**config.mk**
```make
export PLATFORM = sky130hd
export DESIGN_NAME = trakball_quad_rx
export DESIGN_NICKNAME = d
export VERILOG_FILES = /design/src/rtl/cent_pkg.sv /design/src/rtl/quad_axis.sv /design/src/rtl/trakball_quad_rx.sv
export SDC_FILE = /design/constraint.sdc
export NUM_CORES = 1
export LEC_CHECK = 0
export ABC_AREA = 1
export BUFFER_PORTS_ARGS = -buffer_cell sky130_fd_sc_hd__buf_2
export CAP_MARGIN = 20
export CORE_ASPECT_RATIO = 0.8
export CORE_MARGIN = 10
export CORE_UTILIZATION = 30
export CTS_CLUSTER_SIZE = 24
export DETAILED_ROUTE_END_ITERATION = 16
export PLACE_DENSITY_LB_ADDON = 0.15
export SLEW_MARGIN = 20
export SYNTH_ARGS = -nofsm -noshare
export SYNTH_HDL_FRONTEND = slang
export SYNTH_SLANG_ARGS = --single-unit
```
**constraint.sdc**
```tcl
create_clock -name clk12m -period 1.91 [get_ports clk12m]
set_clock_uncertainty 0.2 [all_clocks]
set_input_delay 0.191 -clock clk12m [delete_from_list [all_inputs] [get_ports clk12m]]
set_output_delay 0.191 -clock clk12m [all_outputs]
set_load 0.05 [all_outputs]
```
**src/rtl/cent_pkg.sv**
```systemverilog
// cent_pkg: shared trackball constants, quadrature states and packed-format positions.
package cent_pkg;
  localparam int TRAK_CNT_W = 4;
  localparam logic [1:0] QS_00 = 2'b00;
  localparam logic [1:0] QS_01 = 2'b01;
  localparam logic [1:0] QS_11 = 2'b11;
  localparam logic [1:0] QS_10 = 2'b10;
  localparam int TRAK_H_LSB = 0;
  localparam int TRAK_V_LSB = 4;
  localparam int DIR_H_BIT = 0;
  localparam int DIR_V_BIT = 1;
  function automatic logic [1:0] qs_next(input logic [1:0] s);
    return s == QS_00 ? QS_01 : s == QS_01 ? QS_11 : s == QS_11 ? QS_10 : QS_00;
  endfunction
endpackage

```
**src/rtl/quad_axis.sv**
```systemverilog
// quad_axis: one encoder axis (sync, optional TRAKBALL_FILTER_EN filter, decoder, counter).
module quad_axis
  import cent_pkg::*;
#(
  parameter int FILTER_LEN = 4,
  parameter int CNT_W = TRAK_CNT_W
) (
  input  logic             clk,
  input  logic             rst_n,
  input  logic             a,
  input  logic             b,
  input  logic             flip,
  output logic [CNT_W-1:0] count,
  output logic             dir,
  output logic             err
);
  localparam int WARM_W = $clog2(FILTER_LEN + 3);
`ifdef TRAKBALL_FILTER_EN
  localparam logic [WARM_W-1:0] WARM = WARM_W'(FILTER_LEN + 2);
`else
  localparam logic [WARM_W-1:0] WARM = WARM_W'(2);
`endif
  logic [1:0] s1, s2, cur, prev;
  logic [WARM_W-1:0] warm;
  logic valid, fwd, ill, up;
  always_ff @(posedge clk or negedge rst_n)
    if (!rst_n) begin
      s1 <= '0;
      s2 <= '0;
    end else begin
      s1 <= {a, b};
      s2 <= s1;
    end
`ifdef TRAKBALL_FILTER_EN
  for (genvar i = 0; i < 2; i++) begin : g_flt
    logic [3:0] stab;
    logic lvl;
    always_ff @(posedge clk or negedge rst_n)
      if (!rst_n) begin
        lvl  <= 1'b0;
        stab <= '0;
      end else if (s2[i] == lvl) stab <= '0;
      else if (stab == 4'(FILTER_LEN - 1)) begin
        lvl  <= s2[i];
        stab <= '0;
      end else stab <= stab + 4'd1;
    assign cur[i] = lvl;
  end
`else
  assign cur = s2;
`endif
  assign fwd = cur == qs_next(prev);
  assign ill = cur == ~prev;
  assign up  = fwd ^ flip;
  // valid waits until the pipeline holds a real pin sample, so levels present at reset never count
  always_ff @(posedge clk or negedge rst_n)
    if (!rst_n) begin
      warm  <= '0;
      valid <= 1'b0;
      prev  <= QS_00;
      count <= '0;
      dir   <= 1'b0;
      err   <= 1'b0;
    end else begin
      if (warm != WARM) warm <= warm + 1'b1;
      if (!valid) begin
        if (warm == WARM) begin
          prev  <= cur;
          valid <= 1'b1;
        end
      end else if (cur != prev) begin
        prev <= cur;
        if (ill) err <= 1'b1;
        else begin
          count <= up ? count + 1'b1 : count - 1'b1;
          dir   <= !up;
        end
      end
    end
endmodule

```
**src/rtl/trakball_quad_rx.sv**
```systemverilog
// trakball_quad_rx: Centipede trackball quadrature receiver, packs both axes for the core.
// Define TRAKBALL_FILTER_EN to add a FILTER_LEN-sample glitch filter on every phase.
module trakball_quad_rx
  import cent_pkg::*;
#(
  parameter int FILTER_LEN = 4,
  parameter int CNT_W = TRAK_CNT_W
) (
  input  logic       clk12m,
  input  logic       reset_n,
  input  logic       h_a,
  input  logic       h_b,
  input  logic       v_a,
  input  logic       v_b,
  input  logic       flip,
  output logic [7:0] trakball_o,
  output logic [1:0] dir_o,
  output logic       err_o
);
  logic [CNT_W-1:0] h_count, v_count;
  logic h_dir, v_dir, h_err, v_err;
  quad_axis #(.FILTER_LEN(FILTER_LEN), .CNT_W(CNT_W)) u_h (
    .clk(clk12m), .rst_n(reset_n), .a(h_a), .b(h_b), .flip(flip),
    .count(h_count), .dir(h_dir), .err(h_err)
  );
  quad_axis #(.FILTER_LEN(FILTER_LEN), .CNT_W(CNT_W)) u_v (
    .clk(clk12m), .rst_n(reset_n), .a(v_a), .b(v_b), .flip(flip),
    .count(v_count), .dir(v_dir), .err(v_err)
  );
  assign trakball_o[TRAK_H_LSB +: TRAK_CNT_W] = h_count[TRAK_CNT_W-1:0];
  assign trakball_o[TRAK_V_LSB +: TRAK_CNT_W] = v_count[TRAK_CNT_W-1:0];
  assign dir_o[DIR_H_BIT] = h_dir;
  assign dir_o[DIR_V_BIT] = v_dir;
  assign err_o = h_err | v_err;
endmodule
```
Word level (Yosys, flattened, before mapping) --
Cells that the tools add are included.
Operators by class: magnitude comparators 0, div/mod/pow operators 0, multiplexer cells 18, bitwise gates (word level) 7, add/sub/neg operators 6, shift-type cells 0, equality and inequality tests 16, reductions and logical operators 12, multiply operators 0
Operators by type and width (number):
- $mux W2 | 12
- $reduce_and A3 Y1 | 4
- $add A4 B1 Y4 const B | 2
- $eq A2 B2 Y1 | 4
- $mux W4 | 2
- $sub A4 B1 Y4 const B | 2
- $add A3 B1 Y3 const B | 2
- $eq A3 B2 Y1 const B | 2
- $ne A3 B2 Y1 const B | 2
- $eq A2 B1 Y1 const B | 2
- $eq A2 B2 Y1 const B | 2
- $logic_not A2 Y1 | 2
- $mux W1 | 4
- $ne A2 B2 Y1 | 2
- $ne A2 B2 Y1 const B | 2
- $not A2 Y2 | 2
- $reduce_and A2 Y1 | 2
- $reduce_bool A2 Y1 | 2
- $logic_not A1 Y1 | 2
- $not A1 Y1 | 2
- $xor A1 B1 Y1 | 2
- $or A1 B1 Y1 | 1
Word-level totals: memories 0, bits of input ports 7, output and inout port bits 11, ROM bits 0, bits in registers 32, bits in writable memories 0, bits in latches 0

Depth between registers and ports, before layout --
Gate-level depths: netlist of run 1.
word-level depth 7, depth in mapped cells 14

Cells and area by module --
Synthesis of run 1 repeated with hierarchy kept, for this count alone.
Unflattened totals: cell total of the unflattened synthesis 195, area total of the unflattened synthesis 1697.9 um2
By module, submodules not included:
- quad_axis | cells each 95, area an instance 835.8 um2, instances 2, seq. area each 400.4 um2
- trakball_quad_rx | cells each 5, area an instance 26.3 um2, instances 1, seq. area each 0.0 um2

Worst setup path after synthesis of run 1 --
OpenSTA, ideal clock, no wires.
kind reg-to-reg, start point register u_h.prev[0], end point register u_h.count[2], path buffers 0, setup slack 0 ps, stages on the path, launching flop included 11, arrival 1587 ps, library setup time 123 ps, cell sequence dfrtp_1 xnor2_1 nand2_2 xor2_2 nand2_1 nand2_1 inv_1 ha_1 o21ai_1 nand3_1 xor2_1
Between the ends: word-level cells in the longest chain between the ends 7
RTL lines:
- start: declaration | RTL line quad_axis.sv:23 | logic [1:0] s1, s2, cur, prev;
- start signal: assignment | RTL line quad_axis.sv:68 | prev <= cur;
- start signal: assignment | RTL line quad_axis.sv:72 | prev <= cur;
- $eq A2 B2 Y1 | RTL line cent_pkg.sv:13 | return s == QS_00 ? QS_01 : s == QS_01 ? QS_11 : s == QS_11 ? QS_10 : QS_00;
- $mux W2 (3 in series) | RTL line cent_pkg.sv:13
- $eq A2 B2 Y1 | RTL line quad_axis.sv:52 | assign fwd = cur == qs_next(prev);
- $xor A1 B1 Y1 | RTL line quad_axis.sv:54 | assign up = fwd ^ flip;
- $mux W4 | RTL line quad_axis.sv:75 | count <= up ? count + 1'b1 : count - 1'b1;
- end signal: assignment | RTL line quad_axis.sv:75
- end: declaration | RTL line quad_axis.sv:13 | output logic [CNT_W-1:0] count,
Parallel ways exist; a longest one is shown, timed or not. A chain may end at the register's enable or synchronous reset.

Worst setup path after layout of run 1 --
start point register u_h.s2[1], in the netlist u_h.cur[1], end point register u_h.count[2]
Between the ends: word-level cells in the longest chain between the ends 3
RTL lines:
- start: declaration | RTL line quad_axis.sv:23
- start signal: assignment | RTL line quad_axis.sv:29 | s2 <= '0;
- start signal: assignment | RTL line quad_axis.sv:32 | s2 <= s1;
- $eq A2 B2 Y1 (on tied branches) | RTL line quad_axis.sv:52, quad_axis.sv:53
- $xor A1 B1 Y1 / $not A1 Y1 (equally long branches)
- $mux W4 / $reduce_and A3 Y1 (equally long branches)
Parallel ways exist; a longest one is shown, timed or not.

==> flow_metrics.tcl, run 1 <==
set metrics [dict create \
    status "finished clean" \
    final_cell_area_sq_um 2029 \
    die_x_um 100.5 \
    std_cell_rows 23 \
    cp_slowest_cell "dfrtp_1" \
    period_needed_ps 1885 \
    die_area_sq_um 8482 \
    grt_pass1_vias 1162 \
    final_util_pct 40.53 \
    hold_violations 0 \
    dr.pass1.iters 4 \
    synth.avg_cell_area_sq_um 9.426 \
    numCtsBuffers 5 \
    crit_family "XOR/XNOR gates" \
    fmax_mhz 530.6 \
    grt_pass1_wl_mm 5.154 \
    worstHoldPathType "reg2reg" \
    cts_max_path_buffers 2 \
    cp.required_ps 1880 \
    cts.clk_slew.worst_paths_ps 60 \
    synth_edf_count 0 \
    yosysSeqAreaShare_pct 51.49 \
    async_reset_ff_share_pct 100.0 \
    cp.arrival_ps 1860 \
    ios 18 \
    p_sw_w 0.001446 \
    groute.usage.overall_pct 7.492 \
    fin_nets 220 \
    antenna_found_initial 0 \
    grt_overflow_total 0 \
    place.gp.congestion 0.7450 \
    p_leak_nw 1.028 \
    n_antenna_cell 0 \
    ant_nets 0 \
    crit_chain "xnor2_2 -> nand2_2 -> xor2_2 -> nand2_1 -> nand2_1 -> inv_1 -> ha_2 -> o21ai_2 -> nand3_2 -> xor2_1" \
    drt_iter0_drc 42 \
    placed_area_sq_um 1758 \
    p_sw_share_pct 44.05 \
    cp-start-kind "register" \
    wl_per_cell_um 11.12 \
    p_int_w 0.001836 \
    htreeDepth 2 \
    clock_sinks 32 \
    worst_setup_path_end_kind "register" \
    start_util_pct 31.06 \
    dieHeight_um 84.40 \
    clock_latency_ps 280 \
    max-vdd-ir-drop_v 0.001048 \
    cts-root-buf "clkbuf_8" \
    setup_tns_ps 0 \
    max_stage_delay_ps 420 \
    coreArea_sq_um 5007 \
    rsz0062_at_grt "yes" \
    slew_violations 0 \
    netlist_area_sq_um 1555 \
    synth-warning-count 0 \
    cts_tree "built" \
    power.clock.fraction_pct 19.3 \
    drive_gt1_share_pct 32.21 \
    drc 0 \
    tightest_slew_ps 747.1 \
    dp_cells 249 \
    num_vias 1146 \
    syn_inst 165 \
    finalCritPeriodShare_pct 98.68 \
    syn_nets 178 \
    crit_top_cell "nand2_1" \
    port_buffers 17 \
    grt_max_degree 33 \
    setup_viol 0 \
    cap_viol_max_count 0 \
    slew_headroom_pct 50.20 \
    powerDensity_nw_per_um2 1617 \
    combPwrFrac_pct 51.0 \
    dpl.hpwl_mm 2.153 \
    p_seq_share_pct 29.6 \
    yosysUniqueCellTypes 24 \
    timing.hold.ws_ps 149.5 \
    ys_ff_latch 32 \
    vias_per_cell 4.244 \
    worstPathMaxFanout 3 \
    synth-main-ff-cell "dfrtp_1" \
    cp_num_buf_inv 1 \
    worstSetupPathType "reg2reg" \
    finalNonFillerCells 270 \
    syn2layout_area_growth_pct 30.49 \
    drt-total-wl_mm 3.003 \
]
[final cells by class]
cell class	instances	area [sq um]
Sequential cell	32	800.8
Timing Repair Buffer	37	247.7
Multi-Input combinational cell	108	709.4
Clock inverter	2	35.03
Inverter	23	86.33
Clock buffer	6	72.57
Tap cell	62	77.57
Fill cell	512	2978
[logic make-up after synthesis]
group | Yosys count | synth area share, %
buffers and inverters | 25 | 6.516
and+or+nand+nor | 68 | 19.23
muxes | 3 | 2.092
xor gates and xnor gates | 17 | 10.54
DFF | 32 | 51.49
adders and majority gates | 6 | 4.827
AOI/OAI and AO/OA | 14 | 5.309
[synthesized netlist by cell type, types with 3 or more instances]
cell      n  area share [%]
xnor2_1   8             4.5
o21ai_0   7             2.3
xor2_1    7             3.9
nor2_2    3             1.2
nand3_1   9             2.9
dfrtp_1  32              51
nor2_1    9             2.2
inv_1    23             5.6
ha_1      6             4.8
nand2_1  38             9.2
nand2_2   5             2.0
[cell usage in the layout, fill, tap and decap left out, types with 2 or more instances in the layout]
master,instances
xnor2_2,2
nor2_1,9
nand2_2,11
nand3_2,4
clkbuf_8,5
dlygate4sd3_1,5
nand2_1,32
buf_2,17
dfrtp_1,32
inv_1,23
xor2_1,7
nor2_2,2
nand3_1,6
mux2_2,2
o21ai_0,6
buf_4,15
xor2_2,2
xnor2_1,6
o21a_1,2
or2_2,2
ha_1,5
[metal layers]
layer	wire [um]	global-route usage, %
met5	0	0
met1	1397	8.694
met3	151	3.030
met4	54	3.846
met2	1400	11.61
[state kept, by name (all words and copies together) (netlist names), 2 cells and up]
signal     flops
u_v.s1         2
u_h.cur        2
u_v.cur        2
u_h.warm       3
u_v.prev       2
u_h.prev       2
u_v.count      4
u_h.s1         2
u_h.count      4
u_v.warm       3
[repair_timing]
item,in CTS,in global routing
resized for setup,1,13
pin swaps,4,14
endpoints found under the hold margin,36,0
setup endpoints to repair,2,7
hold buffers,5,0
setup buffers,4,4
cloned,0,0
[stage by stage]
| step | power (W) | worst slack, ps |
|---|---|---|
| final | 0.003282 | 25.29 |
| after global routing | 0.003551 | -107.3 |
| after CTS | 0.003235 | -41.02 |
| after detailed placement | 0.002530 | -61.28 |
| after global placement | 0.002501 | -21.13 |
| after floorplan | 0.002164 | 9.938 |
[power groups by stage]
stage / Clock, W / Combinational [W] / Sequential (W)
2_1_floorplan: 0 / 0.000891 / 0.00127
3_3_place_gp: 0 / 0.00152 / 0.000977
3_5_place_dp: 0 / 0.00155 / 0.000983
4_1_cts: 0.000662 / 0.00160 / 0.000970
5_1_grt: 0.000693 / 0.00186 / 0.00100
6_report: 0.000634 / 0.00167 / 0.000973
[path summary, 6_finish.rpt]
path	depth (start not counted)	startpoint	slack (ps)	to
max	10	u_h.cur[1]	30	u_h.count[2]
min	0	u_h.s1[1]	150	u_h.cur[1]
max reg2reg	10	u_h.cur[1]	30	u_h.count[2]
min reg2reg	0	u_h.s1[1]	150	u_h.cur[1]
max in group asynchronous	2	reset_n	720	u_h.count[3]
min in group asynchronous	2	reset_n	310	u_v.prev[1]
Power figures use the tool's default switching activity.
==> run 2, diff against run 1 <==
Settings changed: REMOVE_ABC_BUFFERS set to 1.
==> flow_metrics.tcl, run 2 (same netlist as run 1, synthesis figures left out) <==
set metrics [dict create \
    status "finished with violations" \
    violations "setup timing" \
    finalCritPeriodShare_pct 100.1 \
    setup_viol 1 \
    dieHeight_um 84.40 \
    rsz0062_at_grt "yes" \
    n_antenna_cell 0 \
    worstHoldPathType "reg2reg" \
    slew_headroom_pct 52.23 \
    coreArea_sq_um 5007 \
    clock_sinks 32 \
    worstPathMaxFanout 2 \
    std_cell_rows 23 \
    cts_max_path_buffers 2 \
    crit_family "XOR/XNOR gates" \
    grt_overflow_total 0 \
    cts_tree "built" \
    period_needed_ps 1911 \
    syn2layout_area_growth_pct 31.38 \
    worstReg2RegEnd "u_h.count[2]" \
    start_util_pct 31.06 \
    htreeDepth 2 \
    cp.depth 11 \
    cap_viol_max_count 0 \
    drt_iter0_drc 39 \
    worstSetupPathType "reg2reg" \
    clock_latency_ps 280 \
    worst_setup_path_end_kind "register" \
    fin_nets 221 \
    fmax_mhz 523.2 \
    groute.usage.overall_pct 7.691 \
    ios 18 \
    tightest_slew_ps 716.6 \
    crit_start "u_h.prev[1]" \
    die_x_um 100.5 \
    cts-root-buf "clkbuf_8" \
    numCtsBuffers 5 \
    vias_per_cell 4.218 \
    cp.arrival_ps 1880 \
    layout_setup_ws_ps -1.136 \
    drc 0 \
    cp_slowest_cell "dfrtp_1" \
    largestRegisters "u_h.count: 4 flops, u_v.count: 4 flops" \
    multi_input_area_sq_um 711.9 \
    drt-total-wl_mm 3.058 \
    drive_gt1_share_pct 32.54 \
    max_stage_delay_ps 400 \
    num_vias 1143 \
    r2r_start "u_h.prev[1]" \
    cp-start-kind "register" \
    final_common_cell "nand2_1" \
    p_leak_nw 1.032 \
    regArea_sq_um 800.8 \
    r2r_cells 11 \
    grt_pass1_wl_mm 5.271 \
    min_path_cells 0 \
    fillerInstances 490 \
    timing.reg2reg.setup_slack_ps -1 \
    powerDensity_nw_per_um2 1632 \
    finalNonFillerCells 271 \
    port_buffers 17 \
    grt_pass1_vias 1209 \
    dp_cells 251 \
    ant_nets 0 \
    antenna_found_initial 0 \
    cts.clk_slew.worst_paths_ps 70 \
    grt_max_degree 33 \
    die_area_sq_um 8482 \
    dr.pass1.iters 4 \
    crit_chain "xor2_1 -> nand2_2 -> xor2_2 -> nand2_1 -> nand2_1 -> inv_1 -> ha_2 -> inv_1 -> nand3_2 -> nand3_2 -> xor2_1" \
    pre_cts_ws_ps -66.16 \
    cp.required_ps 1880 \
    slew_violations 0 \
    dpl.hpwl_mm 2.209 \
    final_cell_mix "nand2_1, dfrtp_1, inv_1" \
    hold_violations 0 \
    crit_end "u_h.count[2]" \
    max-vdd-ir-drop_v 0.0009083 \
    wl_per_cell_um 11.28 \
    place.gp.congestion 0.7539 \
    cp_num_buf_inv 2 \
]
## run 2: worst min-delay path by stage
stage	to	slack (ps)	start
floorplan	u_h.count[0]	-300	reset_n
global placement	u_h.warm[0]	100	reset_n
detailed placement	u_h.warm[0]	100	reset_n
CTS	u_h.cur[1]	160	u_h.s1[1]
global route	u_h.cur[1]	170	u_h.s1[1]
finish	u_v.cur[0]	160	u_v.s1[0]
## run 2: power breakdown
group / internal (W) / switching (W)
Clock: 0.000386 / 0.000260
Combinational: 0.000632 / 0.00107
Sequential: 0.000839 / 0.000143
Total: 0.00186 / 0.00148
## run 2: area by class of cell
class	instances	area share [%]
Timing Repair Buffer	38	12.49
Tap cell	62	3.797
Clock buffer	5	3.368
Clock inverter	3	2.082
Multi-Input combinational cell	108	34.84
Inverter	23	4.225
Sequential cell	32	39.19
## run 2: repair_timing
item                                    4_1_cts  5_1_grt
endpoints found under the hold margin        36        0
endpoints found under the setup margin        1        6
hold buffers                                  5        0
buffers inserted                              5        3
pin swaps                                     6       15
gates resized for setup                       1       14
## run 2: layer usage
metal  share of wire (%)  GRT usage (%)  vias up  wire [um]
met1                  43          8.013      532       1317
met4                0.92          2.564        0         28
met5                   0              0        -          0
met2                  50          13.07       16       1528
li1                    -              -      592          -
met3                 6.0          3.931        3        184
## run 2: per-stage QoR
| stage | hold WS, ps | cell area (sq um) | power, W | setup TNS (ps) | utilization [%] |
|---|---|---|---|---|---|
| finish | 155.2 | 2043 | 0.003334 | -1.136 | 40.80 |
| global route | 174.2 | 2043 | 0.003625 | -332.1 | 40.80 |
| CTS | 161.1 | 1972 | 0.003270 | -31.59 | 39.38 |
| detailed placement | 100.5 | 1770 | 0.002555 | -66.16 | 35.36 |
| global placement | 98.31 | 1770 | 0.002506 | -18.65 | 35.36 |
| floorplan | -304.6 | 1540 | 0.002128 | -0.4795 | - |
==> run 3, diff against run 2 <==
Settings changed: PLACE_DENSITY_LB_ADDON 0.15 to 0.08.
==> flow_metrics.tcl, run 3 (same netlist as run 1, synthesis figures left out) <==
set metrics [dict create \
    p_seq_share_pct 29.5 \
    finalCritPeriodShare_pct 100.2 \
    timing.reg2reg.setup_slack_ps -3 \
    final_common_cell "nand2_1" \
    p_leak_nw 1.032 \
    fin_nets 222 \
    rsz0062_at_grt "yes" \
    dr.pass1.iters 4 \
    num_vias 1132 \
    period_needed_ps 1913 \
    drive_gt1_share_pct 31.90 \
    hold_violations 0 \
    cp.arrival_ps 1890 \
    syn2layout_area_growth_pct 30.81 \
    die_area_sq_um 8482 \
    crit_start "u_h.cur[0]" \
    violations "setup timing" \
    htreeDepth 2 \
    drt-total-wl_mm 2.920 \
    cp_slowest_cell "dfrtp_1" \
    vias_per_cell 4.162 \
    clock_sinks 32 \
    r2r_start "u_h.cur[0]" \
    max-vdd-ir-drop_v 0.0008470 \
    r2r_cells 10 \
    place.gp.congestion 0.7820 \
    drc 0 \
    worstPathMaxFanout 3 \
    cp_num_buf_inv 1 \
    p_sw_w 0.001450 \
    std_cell_rows 23 \
    dpl.hpwl_mm 2.167 \
    max_stage_delay_ps 420 \
    die_x_um 100.5 \
    regArea_sq_um 800.8 \
    worstReg2RegEnd "u_h.count[2]" \
    numCtsBuffers 5 \
    placed_area_sq_um 1808 \
    largestRegisters "u_h.count: 4 flops, u_v.count: 4 flops" \
    worstHoldPathType "reg2reg" \
    slew_headroom_pct 52.36 \
    drt_iter0_drc 39 \
    tightest_slew_ps 714.7 \
    fmax_mhz 522.6 \
    power.clock.fraction_pct 19.5 \
    worst_setup_path_end_kind "register" \
    pre_cts_ws_ps -2.481 \
    coreArea_sq_um 5007 \
    crit_family "XOR/XNOR gates" \
    wl_per_cell_um 10.74 \
    cts_max_path_buffers 2 \
    n_antenna_cell 0 \
    ios 18 \
    layout_setup_ws_ps -3.413 \
    cp-start-kind "register" \
    crit_chain "xor2_1 -> nand2_2 -> xor2_2 -> nand2_1 -> nand2_1 -> inv_2 -> ha_4 -> o21ai_2 -> nand3_2 -> xor2_1" \
    grt_max_degree 33 \
    cts_tree "built" \
    p_sw_share_pct 43.62 \
    crit_end "u_h.count[2]" \
    cap_viol_max_count 0 \
    powerDensity_nw_per_um2 1634 \
    worstSetupPathType "reg2reg" \
    dieHeight_um 84.40 \
    final_cell_area_sq_um 2034 \
    groute.usage.overall_pct 7.405 \
    grt_pass1_vias 1159 \
    cts-root-buf "clkbuf_8" \
    multi_input_area_sq_um 699.4 \
    cp.depth 10 \
    start_util_pct 31.06 \
    setup_viol 1 \
    status "finished with violations" \
    cts.clk_slew.worst_paths_ps 70 \
    clock_latency_ps 280 \
    fillerInstances 504 \
    final_cell_mix "nand2_1, dfrtp_1, inv_1" \
    port_buffers 17 \
    grt_overflow_total 0 \
    antenna_found_initial 0 \
    combPwrFrac_pct 51.0 \
    cp.required_ps 1880 \
    ant_nets 0 \
    slew_violations 0 \
    grt_pass1_wl_mm 5.161 \
    p_int_w 0.001875 \
]
[run 3: metrics by stage]
| step | setup TNS, ps | hold WS, ps | std cells | power (W) | utilization [%] |
|---|---|---|---|---|---|
| floorplan | -0.4795 | -304.6 | 163 | 0.002128 | - |
| global placement | 0 | 87.69 | 256 | 0.002554 | 36.11 |
| detailed placement | -2.481 | 100.4 | 256 | 0.002592 | 36.11 |
| CTS | 0 | 150.4 | 269 | 0.003268 | 39.31 |
| global route | -269.4 | 159.3 | 272 | 0.003615 | 40.63 |
| finish | -3.413 | 147.7 | 272 | 0.003325 | 40.63 |
[run 3: worst min-delay path by stage]
stage,start,slack (ps),cells past startpoint,end
floorplan,reset_n,-300,0,u_h.count[0]
global placement,reset_n,90,1,u_h.warm[0]
detailed placement,reset_n,100,1,u_h.err
CTS,u_v.s1[0],150,0,u_v.cur[0]
global route,u_h.s1[1],160,0,u_h.cur[1]
finish,u_v.s1[0],150,0,u_v.cur[0]
[run 3: power by group through the flow]
stage / logic (W) / registers (W) / clock network, W
2_1_floorplan: 0.000779 / 0.00135 / 0
3_3_place_gp: 0.00158 / 0.000972 / 0
3_5_place_dp: 0.00161 / 0.000981 / 0
4_1_cts: 0.00162 / 0.000969 / 0.000674
5_1_grt: 0.00190 / 0.00101 / 0.000705
6_report: 0.00169 / 0.000981 / 0.000649
[run 3: layout make-up]
| type | instances | area share, % |
|---|---|---|
| Sequential cell | 32 | 39.36 |
| Clock buffer | 6 | 3.567 |
| Inverter | 23 | 4.244 |
| Clock inverter | 2 | 1.722 |
| Multi-Input combinational cell | 108 | 34.38 |
| Tap cell | 62 | 3.813 |
| Timing Repair Buffer | 39 | 12.92 |
[run 3: what timing repair did]
action	4_1_cts	5_1_grt
resized for setup	1	12
hold endpoints to repair	36	0
hold buffers	5	0
buffers inserted	0	3
pin swaps	0	8
setup endpoints to repair	1	4
[run 3: routing by layer]
metal | vias to the layer above | track usage (%) | routed length, um
li1 | 593 | - | -
met1 | 518 | 8.633 | 1335
met2 | 19 | 11.79 | 1385
met3 | 2 | 2.948 | 166
met4 | 0 | 3.077 | 32
met5 | - | 0 | 0
